<file path="config.mk">
export PLATFORM = sky130hd
export DESIGN_NAME = i2c_rx_buffer
export DESIGN_NICKNAME = d
export VERILOG_FILES = /design/src/rtl/i2c_rx_buffer.sv
export SDC_FILE = /design/constraint.sdc
export NUM_CORES = 1
export LEC_CHECK = 0
export BUFFER_PORTS_ARGS = -buffer_cell sky130_fd_sc_hd__buf_2
export CAP_MARGIN = 20
export CORE_ASPECT_RATIO = 1.4
export CORE_MARGIN = 2
export CORE_UTILIZATION = 53
export CTS_CLUSTER_DIAMETER = 30
export DETAILED_ROUTE_END_ITERATION = 8
export GPL_TIMING_DRIVEN = 0
export PLACE_DENSITY = 0.83
export SLEW_MARGIN = 25
export SYNTH_ARGS = -nofsm -noshare
export SYNTH_HDL_FRONTEND = slang
export SYNTH_SLANG_ARGS = --single-unit
</file>
<file path="constraint.sdc">
create_clock -name clk -period 9.3 [get_ports clk]
set_clock_uncertainty 0.1 [all_clocks]
set_input_delay 0.465 -clock clk [delete_from_list [all_inputs] [get_ports clk]]
set_output_delay 0.465 -clock clk [all_outputs]
set_load 0.05 [all_outputs]
</file>
<file path="src/rtl/i2c_rx_buffer.sv">
// -----------------------------------------------------------------------------
// i2c_rx_buffer
//   Launches multi-byte read transactions on an I2C master receive stage and
//   buffers every received byte, tagged with an end-of-transaction flag, in a
//   FIFO that drains over a valid/ready stream.
//
//   Admission control only starts a read when the FIFO has room for all of its
//   bytes. A watchdog aborts a stalled read, and clr flushes everything.
//
// Ports
//   clk, rst_n        system clock, asynchronous active-low reset
//   rd_req, rd_len    one-cycle read request and its byte count (1..15)
//   clr               synchronous flush (FIFO, stickies, FSM)
//   i2c_ready         one-cycle start strobe to the receiver
//   i2c_data_bytes    byte count presented to the receiver
//   i2c_data          receiver byte
//   i2c_data_valid    receiver byte-valid level (rising edge = one byte)
//   m_data, m_last    head-of-FIFO byte and its end-of-transaction flag
//   m_valid, m_ready  stream handshake
//   fifo_count        entries currently stored
//   busy              a transaction is in progress
//   done              one-cycle pulse: transaction completed and stored
//   err               one-cycle pulse: rd_req rejected
//   timeout           sticky: watchdog aborted a transaction
// -----------------------------------------------------------------------------
module i2c_rx_buffer #(
  parameter int DEPTH   = 16,
  parameter int AW      = 4,
  parameter int TIMEOUT = 1024
) (
  input  logic          clk,
  input  logic          rst_n,
  input  logic          rd_req,
  input  logic [3:0]    rd_len,
  input  logic          clr,
  output logic          i2c_ready,
  output logic [3:0]    i2c_data_bytes,
  input  logic [7:0]    i2c_data,
  input  logic          i2c_data_valid,
  output logic [7:0]    m_data,
  output logic          m_last,
  output logic          m_valid,
  input  logic          m_ready,
  output logic [AW:0]   fifo_count,
  output logic          busy,
  output logic          done,
  output logic          err,
  output logic          timeout
);

  typedef enum logic [1:0] {S_IDLE, S_REQ, S_WAIT, S_DONE} state_t;

  state_t      state, state_nx;
  logic [AW:0] wr_ptr, rd_ptr;
  logic [8:0]  mem [DEPTH];
  logic [8:0]  head;
  logic        valid_q;
  logic [3:0]  byte_cnt;
  logic [15:0] wd_cnt;
  logic        timeout_q;

  logic        full;
  logic [AW:0] free_space;
  logic        admit, accept, byte_event, is_last, wd_fire, push, pop;

  // ---------------------------------------------------------------------------
  // FIFO status and control decodes
  // ---------------------------------------------------------------------------
  assign fifo_count = wr_ptr - rd_ptr;
  assign m_valid    = (wr_ptr != rd_ptr);
  assign full       = (wr_ptr[AW] != rd_ptr[AW]) &&
                      (wr_ptr[AW-1:0] == rd_ptr[AW-1:0]);
  assign free_space = (AW+1)'(DEPTH) - fifo_count;

  assign admit      = (rd_len != 4'd0) && (free_space >= (AW+1)'(rd_len));
  assign accept     = (state == S_IDLE) && rd_req && admit && !clr;
  // Rising edge of the receiver's valid level, counted only while waiting.
  assign byte_event = (state == S_WAIT) && i2c_data_valid && !valid_q;
  assign is_last    = (byte_cnt == i2c_data_bytes - 4'd1);
  assign wd_fire    = (state == S_WAIT) && !byte_event &&
                      (wd_cnt == 16'(TIMEOUT - 1));
  // Admission reserves the space, so full on push is an invariant violation;
  // the byte is dropped rather than corrupting the oldest entry.
  assign push       = byte_event && !full && !clr;
  assign pop        = m_valid && m_ready && !clr;

  // Head entry is gated so the stream outputs read zero while empty.
  assign head   = mem[rd_ptr[AW-1:0]];
  assign m_data = m_valid ? head[7:0] : 8'h00;
  assign m_last = m_valid ? head[8]   : 1'b0;

  assign timeout = timeout_q;

  // ---------------------------------------------------------------------------
  // FSM: state register
  // ---------------------------------------------------------------------------
  always_ff @(posedge clk or negedge rst_n) begin
    // NOTE: sequential state uses non-blocking assignments so every register
    // samples pre-edge values regardless of block ordering.
    if (!rst_n) state <= S_IDLE;
    else        state <= state_nx;
  end

  // ---------------------------------------------------------------------------
  // FSM: next-state logic
  // ---------------------------------------------------------------------------
  always_comb begin
    // NOTE: default assignment first so no path leaves state_nx unassigned
    // (which would infer a latch).
    state_nx = state;
    if (clr) begin
      state_nx = S_IDLE;
    end else begin
      case (state)
        S_IDLE: if (accept) state_nx = S_REQ;
        S_REQ:  state_nx = S_WAIT;
        S_WAIT: begin
          if (byte_event && is_last) state_nx = S_DONE;
          else if (wd_fire)          state_nx = S_IDLE;
        end
        S_DONE: state_nx = S_IDLE;
        default: state_nx = S_IDLE;
      endcase
    end
  end

  // ---------------------------------------------------------------------------
  // FSM: outputs
  // ---------------------------------------------------------------------------
  always_comb begin
    i2c_ready = (state == S_REQ);
    busy      = (state != S_IDLE);
    done      = (state == S_DONE) && !clr;
    err       = (state == S_IDLE) && rd_req && !admit && !clr;
  end

  // ---------------------------------------------------------------------------
  // Datapath: pointers, counters, stickies
  // ---------------------------------------------------------------------------
  always_ff @(posedge clk or negedge rst_n) begin
    if (!rst_n) begin
      valid_q        <= 1'b0;
      i2c_data_bytes <= 4'd0;
      byte_cnt       <= 4'd0;
      wd_cnt         <= 16'd0;
      timeout_q      <= 1'b0;
      wr_ptr         <= '0;
      rd_ptr         <= '0;
    end else begin
      valid_q <= i2c_data_valid;

      if (clr) begin
        wr_ptr    <= '0;
        rd_ptr    <= '0;
        timeout_q <= 1'b0;
      end else begin
        if (push) wr_ptr <= wr_ptr + (AW+1)'(1);
        if (pop)  rd_ptr <= rd_ptr + (AW+1)'(1);
        if (accept)       timeout_q <= 1'b0;
        else if (wd_fire) timeout_q <= 1'b1;
      end

      // Watchdog clears on REQ entry and on every byte, counts in WAIT.
      if (accept) begin
        i2c_data_bytes <= rd_len;
        byte_cnt       <= 4'd0;
        wd_cnt         <= 16'd0;
      end else if (byte_event) begin
        byte_cnt <= byte_cnt + 4'd1;
        wd_cnt   <= 16'd0;
      end else if (state == S_WAIT) begin
        wd_cnt <= wd_cnt + 16'd1;
      end
    end
  end

  // NOTE: the storage array has no reset; validity is tracked by the pointers
  // alone, which keeps it mappable to RAM.
  always_ff @(posedge clk) begin
    if (push) mem[wr_ptr[AW-1:0]] <= {is_last, i2c_data};
  end

  a_no_push_when_full: assert property (
    @(posedge clk) disable iff (!rst_n) !(byte_event && full && !clr));

endmodule
</file>
==> results of run 1 <==
## worst max-delay path, stage by stage, from the launching register on
cell	delay [ps]
dfrtp_1	430
clkbuf_1	610
buf_1	760
inv_1	210
fa_1	610
inv_1	60
ha_1	270
ha_1	270
a21o_1	160
a21oi_1	470
o2111a_4	300
o21a_1	110
buf_2	250
## how the worst max path moves through the flow
stage,start,to,cells after the start
after floorplan,rd_ptr[1],err,11
after global placement,rd_ptr[1],mem[0][7],9
after detailed placement,rd_ptr[1],err,12
after CTS,rd_ptr[1],err,12
after global routing,rd_ptr[1],err,12
final,rd_ptr[1],err,12
## layer usage
layer	global-route usage, %	part of all wire [%]	vias to the layer above
li1	-	-	2021
met1	26.4	36	2359
met4	9.94	3.2	0
met5	0	0	-
met3	5.11	6.2	38
met2	40.8	54	206
## sequential cells by signal, summed over array words and instances (netlist names)
signal,count
state,2
mem,144
timeout,1
i2c_data_bytes,4
wd_cnt,16
wr_ptr,5
byte_cnt,4
valid_q,1
rd_ptr,5
## placed cells by master (no fill, tap or decap), drive strengths merged, types with 16 or more instances in the layout
master  Yosys  routed
clkbuf     12      29
nor2       33      33
nand2      23      23
buf        10      55
a211oi     18      18
dfrtp      38      38
xor2       16      16
mux4       45      45
inv        17      21
ha         17      17
xnor2      21      21
edfxtp    144     144
## cell type report
type / instances / area, um2 / area share (%)
multi-input cells: 266 / 2590 / 28.4
plain buffers: 22 / 103 / 1.13
flip-flops and latches: 182 / 5280 / 57.9
repair buffers: 45 / 235 / 2.58
clock inverters: 14 / 175 / 1.92
clock buffers: 17 / 425 / 4.67
inverters: 17 / 63.8 / 0.701
well taps: 192 / 240 / 2.64
## kinds of logic (layout without fill, tap and decap cells)
family	count (synthesis)	in the layout	share of synthesized area [%]
XOR/XNOR	37	37	4.15
adder cells (fa/ha/maj)	18	18	2.91
AO/OA/AOI/OAI	51	51	4.70
AND/OR/NAND/NOR	112	112	7.11
multiplexers	48	48	13.1
flip-flops	182	182	66.0
buffers and inverters	39	115	2.08
## power groups by stage
stage	clock network (mW)	logic (mW)	registers, mW
after floorplan	0	0.175	0.972
after global placement	0	0.263	0.944
after detailed placement	0	0.278	0.945
after CTS	0.739	0.280	0.928
after global routing	0.767	0.302	0.931
final	0.738	0.279	0.928
## through the flow
step / hold slack (ps) / cell area (um2) / total power, mW / worst slack [ps]
after detailed placement: 476 / 8490 / 1.22 / 4400
after CTS: 52.3 / 9090 / 1.95 / 3860
final: 52.4 / 9110 / 1.95 / 3820
after floorplan: 69.4 / 7990 / 1.15 / 4880
after global routing: 44.0 / 9110 / 2.00 / 3670
after global placement: 474 / 8430 / 1.21 / 4370
==> impl_metrics.py, run 1 <==
metrics = {
    "synth": {
        "synth.top_cell.area_share_pct": 54.1,
        "async_flop_share_pct": 20.9,
        "synth_cell_types": 46,
        "yosysTopAreaCell": "edfxtp_1",
        "netlist_instances": 487,
        "synth-seq-cells": 182,
        "synthesis.nets": 523,
        "yosysWarnings": 0,
        "synth_area_leaders": "edfxtp_1, mux4_2, dfrtp_1",
        "synth-seq-area-share_pct": 66.0,
        "synth-edff-count": 144,
        "synth_flop_cell": "edfxtp_1",
        "synth_most_common_cell": "edfxtp_1",
        "syn_avg_cell_area_um2": 16.4,
        "ys_top_cells_by_count": "edfxtp_1, mux4_2, dfrtp_1",
        "syn_area_um2": 7990,
    },
    "cells_and_area": {
        "nets": 587,
        "fin_util_pct": 61.3,
        "drive_gt1_share_pct": 25.0,
        "instances_no_fill": 755,
        "areaGrowthSynthToFinish_pct": 13.9,
        "antennaDiodeCount": 0,
        "fill_cells": 1079,
    },
    "worst_hold_path": {
        "hold_class": "in2async",
    },
    "sta": {
        "rsz0062_at_grt": "no",
        "period_share_pct": 58.9,
        "slew_violations": 0,
        "fin_setup_tns_ps": 0,
        "setup_viol_count_final": 0,
        "worst_pin_slew_ps": 1090,
        "relSlewSlack_pct": 26.8,
        "hold_viol": 0,
        "clock.fmax_ghz": 0.183,
        "fin_crit_ps": 5480,
    },
    "power": {
        "p_switching_mw": 0.517,
        "p_clk_share_pct": 37.9,
        "p_leak_nw": 3.19,
        "swShare_pct": 26.6,
        "combinationalPowerShare_pct": 14.3,
        "intPower_mw": 1.43,
        "seqPwrFrac_pct": 47.7,
        "ir_worst_vdd_mv": 0.194,
        "p_per_area_nw_per_um2": 214,
    },
    "grt": {
        "grt.total_usage_pct": 22.9,
        "overflow": 0,
        "grt_pass1_vias": 4799,
        "antenna_found_initial": 0,
        "grt_pass1_wl_mm": 26.6,
        "grt_max_degree": 39,
    },
    "die": {
        "pin_count": 42,
        "std_cell_rows": 53,
        "die-area_um2": 16100,
        "start_util_pct": 53.8,
        "die_w_um": 108,
        "dieHeight_um": 149,
        "core-area_um2": 14900,
    },
    "cts": {
        "insertion_delay_ps": 420,
        "cts_tree": "yes",
        "cts_made_buffers": 17,
        "clockBufferDepth": 2,
        "postCtsSetupRepairBufs": 0,
        "cts_hold_buf": 0,
        "cts.htree.levels": 4,
        "clkTransAtPathRegs_ps": 60,
        "clock_sinks": 182,
        "clock-root-buffer": "clkbuf_16",
        "postCtsResizedCells": 0,
    },
    "placed_design": {
        "post-place-cells": 724,
        "place.detailed.hpwl_mm": 11.6,
        "routabilityCongestion": 0.774,
        "io_buffer_count": 40,
    },
    "worst_setup_path": {
        "worstPathArrival_ps": 4910,
        "reg2regPathDepth": 9,
        "reg2reg_from": "rd_ptr[1]",
        "crit_fanout": 10,
        "start_kind": "register",
        "worst-setup-path-type": "reg2out",
        "crit_required_ps": 8740,
        "end_kind": "primary output",
        "reg2reg_slack_ps": 4350,
        "rr_endpoint": "mem[11][8]",
    },
    "job": {
        "max_cap_viol_count": 0,
    },
    "status": {
        "status": "finished clean",
    },
    "routing": {
        "drtPass1Iterations": 7,
        "drc": 0,
        "vias": 4624,
        "postRouteAntennaNets": 0,
        "vias_per_cell": 6.12,
        "drt_iter0_drc": 411,
        "wl_mm": 17.3,
        "wl_per_cell_um": 22.9,
    },
}
No activity file was read; power rests on OpenSTA's default activity.
==> run 2: changes to the inputs <==
--- a/config.mk
+++ b/config.mk
@@ -5,6 +5,7 @@
 export SDC_FILE = /design/constraint.sdc
 export NUM_CORES = 1
 export LEC_CHECK = 0
+export ABC_AREA = 1
 export BUFFER_PORTS_ARGS = -buffer_cell sky130_fd_sc_hd__buf_2
 export CAP_MARGIN = 20
 export CORE_ASPECT_RATIO = 1.4
@@ -13,7 +14,7 @@
 export CTS_CLUSTER_DIAMETER = 30
 export DETAILED_ROUTE_END_ITERATION = 8
 export GPL_TIMING_DRIVEN = 0
-export PLACE_DENSITY = 0.83
+export PLACE_DENSITY = 0.85
 export SLEW_MARGIN = 25
 export SYNTH_ARGS = -nofsm -noshare
 export SYNTH_HDL_FRONTEND = slang
==> constraint.sdc (replaced) <==
create_clock -name clk -period 4.7 [get_ports clk]
set_clock_uncertainty 0.1 [all_clocks]
set_input_delay 0.235 -clock clk [delete_from_list [all_inputs] [get_ports clk]]
set_output_delay 0.235 -clock clk [all_outputs]
set_load 0.05 [all_outputs]
==> run 2 against run 1 <==
Compared with the run above: area after synthesis rose by 2.1%; largest cell class unchanged; cell count up 34%; non-clock buffer count is 12 higher; largest power group unchanged; synthesized cell count increased by 51%; die area rose by 2.0%; highest routed layer unchanged; wire length rose by 9.0%.
==> impl_metrics.py, run 2 <==
metrics = {
    "job": {
        "max_cap_viol_count": 0,
    },
    "grt": {
        "grt.total_usage_pct": 24.3,
        "grt_pass1_vias": 5706,
        "grt_max_degree": 39,
        "antenna_found_initial": 0,
        "overflow": 0,
        "grt_pass1_wl_mm": 29.4,
    },
    "routing": {
        "wl_per_cell_um": 18.7,
        "vias_per_cell": 5.84,
        "wl_mm": 18.9,
        "drtPass1Iterations": 5,
        "drt_iter0_drc": 579,
        "drc": 0,
        "vias": 5895,
        "postRouteAntennaNets": 0,
    },
    "cts": {
        "postCtsSetupRepairBufs": 0,
        "clkTransAtPathRegs_ps": 70,
        "clockBufferDepth": 2,
        "cts.htree.levels": 4,
        "cts_tree": "yes",
        "clock-root-buffer": "clkbuf_16",
        "cts_made_buffers": 17,
        "clock_sinks": 182,
        "insertion_delay_ps": 440,
    },
    "die": {
        "std_cell_rows": 53,
        "start_util_pct": 54.2,
        "core-area_um2": 15100,
        "pin_count": 42,
        "die-area_um2": 16400,
        "die_w_um": 109,
        "dieHeight_um": 151,
    },
    "synth": {
        "yosysWarnings": 0,
        "synth_cell_types": 40,
        "synth-seq-area-share_pct": 64.7,
        "synth.top_cell.area_share_pct": 53.0,
        "syn_area_um2": 8160,
        "synth-seq-cells": 182,
        "yosysTopAreaCell": "edfxtp_1",
        "netlist_instances": 737,
        "async_flop_share_pct": 20.9,
        "syn_avg_cell_area_um2": 11.1,
        "synthesis.nets": 773,
        "ys_top_cells_by_count": "edfxtp_1, nor2_1, nand2_1",
        "synth_area_leaders": "edfxtp_1, dfrtp_1, nor2_1",
        "synth_flop_cell": "edfxtp_1",
        "synth-edff-count": 144,
        "synth_most_common_cell": "edfxtp_1",
    },
    "cells_and_area": {
        "final_area_um2": 9260,
        "largest_reg_flops": 144,
        "multi_input_area_um2": 2520,
        "drive_gt1_share_pct": 13.8,
        "fill_cells": 1103,
        "areaGrowthSynthToFinish_pct": 13.5,
        "seq_area_um2": 5280,
        "final_cell_mix": "edfxtp_1, nor2_1, nand2_1, o21ai_0, inv_1",
        "nets": 840,
        "final_common_cell": "edfxtp_1",
        "antennaDiodeCount": 0,
        "fin_util_pct": 61.5,
    },
    "placed_design": {
        "routabilityCongestion": 0.849,
        "dpl-instance-area_um2": 8600,
        "place.detailed.hpwl_mm": 12.1,
        "io_buffer_count": 41,
    },
    "sta": {
        "worst_pin_slew_ps": 934,
        "period_share_pct": 93.2,
        "fin_setup_tns_ps": 0,
        "slew_violations": 0,
        "clock.fmax_ghz": 0.228,
        "fin_crit_ps": 4380,
        "setup_viol_count_final": 0,
        "rsz0062_at_grt": "no",
        "hold_viol": 0,
        "relSlewSlack_pct": 37.5,
    },
    "worst_setup_path": {
        "crit_required_ps": 4370,
        "worst-setup-path-type": "reg2out",
        "end_kind": "primary output",
        "start_kind": "register",
        "worstPathArrival_ps": 4050,
        "crit_fanout": 11,
    },
    "power": {
        "p_per_area_nw_per_um2": 537,
        "ir_worst_vdd_mv": 0.572,
        "p_leak_nw": 3.53,
    },
    "worst_hold_path": {
        "hold_class": "in2reg",
    },
    "status": {
        "status": "finished clean",
    },
}
run 2: cell count changes after synthesis, sizes merged, moves of 17 or more:
cell,change
o221ai,+18
xnor2,-17
mux4,-45
inv,+40
nor2,+97
o22ai,+17
o21ai,+82
nand2,+74
nand3,+28
run 2: metrics by stage:
stage          hold slack, ps  std cells  setup WS (ps)  power [mW]
6_report                 66.7       1009            319        4.97
5_1_grt                  85.8       1009           63.5        5.19
4_1_cts                  53.5       1009            332        4.96
3_5_place_dp              263        970            866        3.59
3_3_place_gp              259        970            934        3.53
2_1_floorplan            -161        737            235        3.15
run 2: kinds of logic after synthesis:
logic type	Yosys count	synth area share, %
simple gates	282	15.2
flops	182	64.7
compound gates	146	10.7
buf+inv	89	4.43
xor+xnor	20	2.15
fa+ha+maj	18	2.85
run 2: path summary, 6_finish.rpt:
kind | cells past startpoint | startpoint | to | slack [ps]
setup reg to reg | 20 | rd_ptr[1] | wd_cnt[3] | 940
hold / removal | 5 | m_ready | rd_ptr[2] | 70
min in group asynchronous | 2 | rst_n | wd_cnt[11] | 330
hold reg to reg | 1 | rd_ptr[4] | rd_ptr[4] | 400
setup / recovery | 18 | rd_ptr[1] | err | 320
max in group asynchronous | 2 | rst_n | wr_ptr[0] | 3620
run 2: timing repair:
item	CTS	global route
endpoints found under the hold margin	44	0
resized for setup	0	0
setup endpoints to repair	0	0
hold buffers	7	0
run 2: critical path: stages (launching register included):
cell and delay (ps):
dfrtp_1 420, buf_2 200, inv_1 80, buf_2 230, buf_2 330, fa_1 520, inv_1 80, ha_1 170
xor2_1 150, inv_1 60, ha_1 290, nand2_1 60, inv_1 30, nand2_1 40, nand3b_1 80, a21oi_1 160
nand3_2 150, a211oi_1 230, buf_2 300
run 2: final cells by class:
type | instances | share of cell area, %
inverter | 58 | 2.35
tap | 192 | 2.59
sequential | 182 | 57.0
timing repair buffer | 48 | 2.97
buffer | 31 | 1.55
multi-input combinational | 466 | 27.2
clock buffer | 17 | 4.59
clock inverter | 15 | 1.73
run 2: power by group:
part | switching (mW) | leakage (nW) | internal [mW]
clock | 0.669 | 0.285 | 0.712
combinational | 1.22 | 1.44 | 0.484
sequential | 0.0660 | 1.81 | 1.82
run 2: routing by layer:
metal / global-route usage [%] / wire, um
met5: 0 / 0
met4: 8.59 / 429
met3: 4.30 / 1680
met1: 30.8 / 7070
met2: 41.9 / 9670
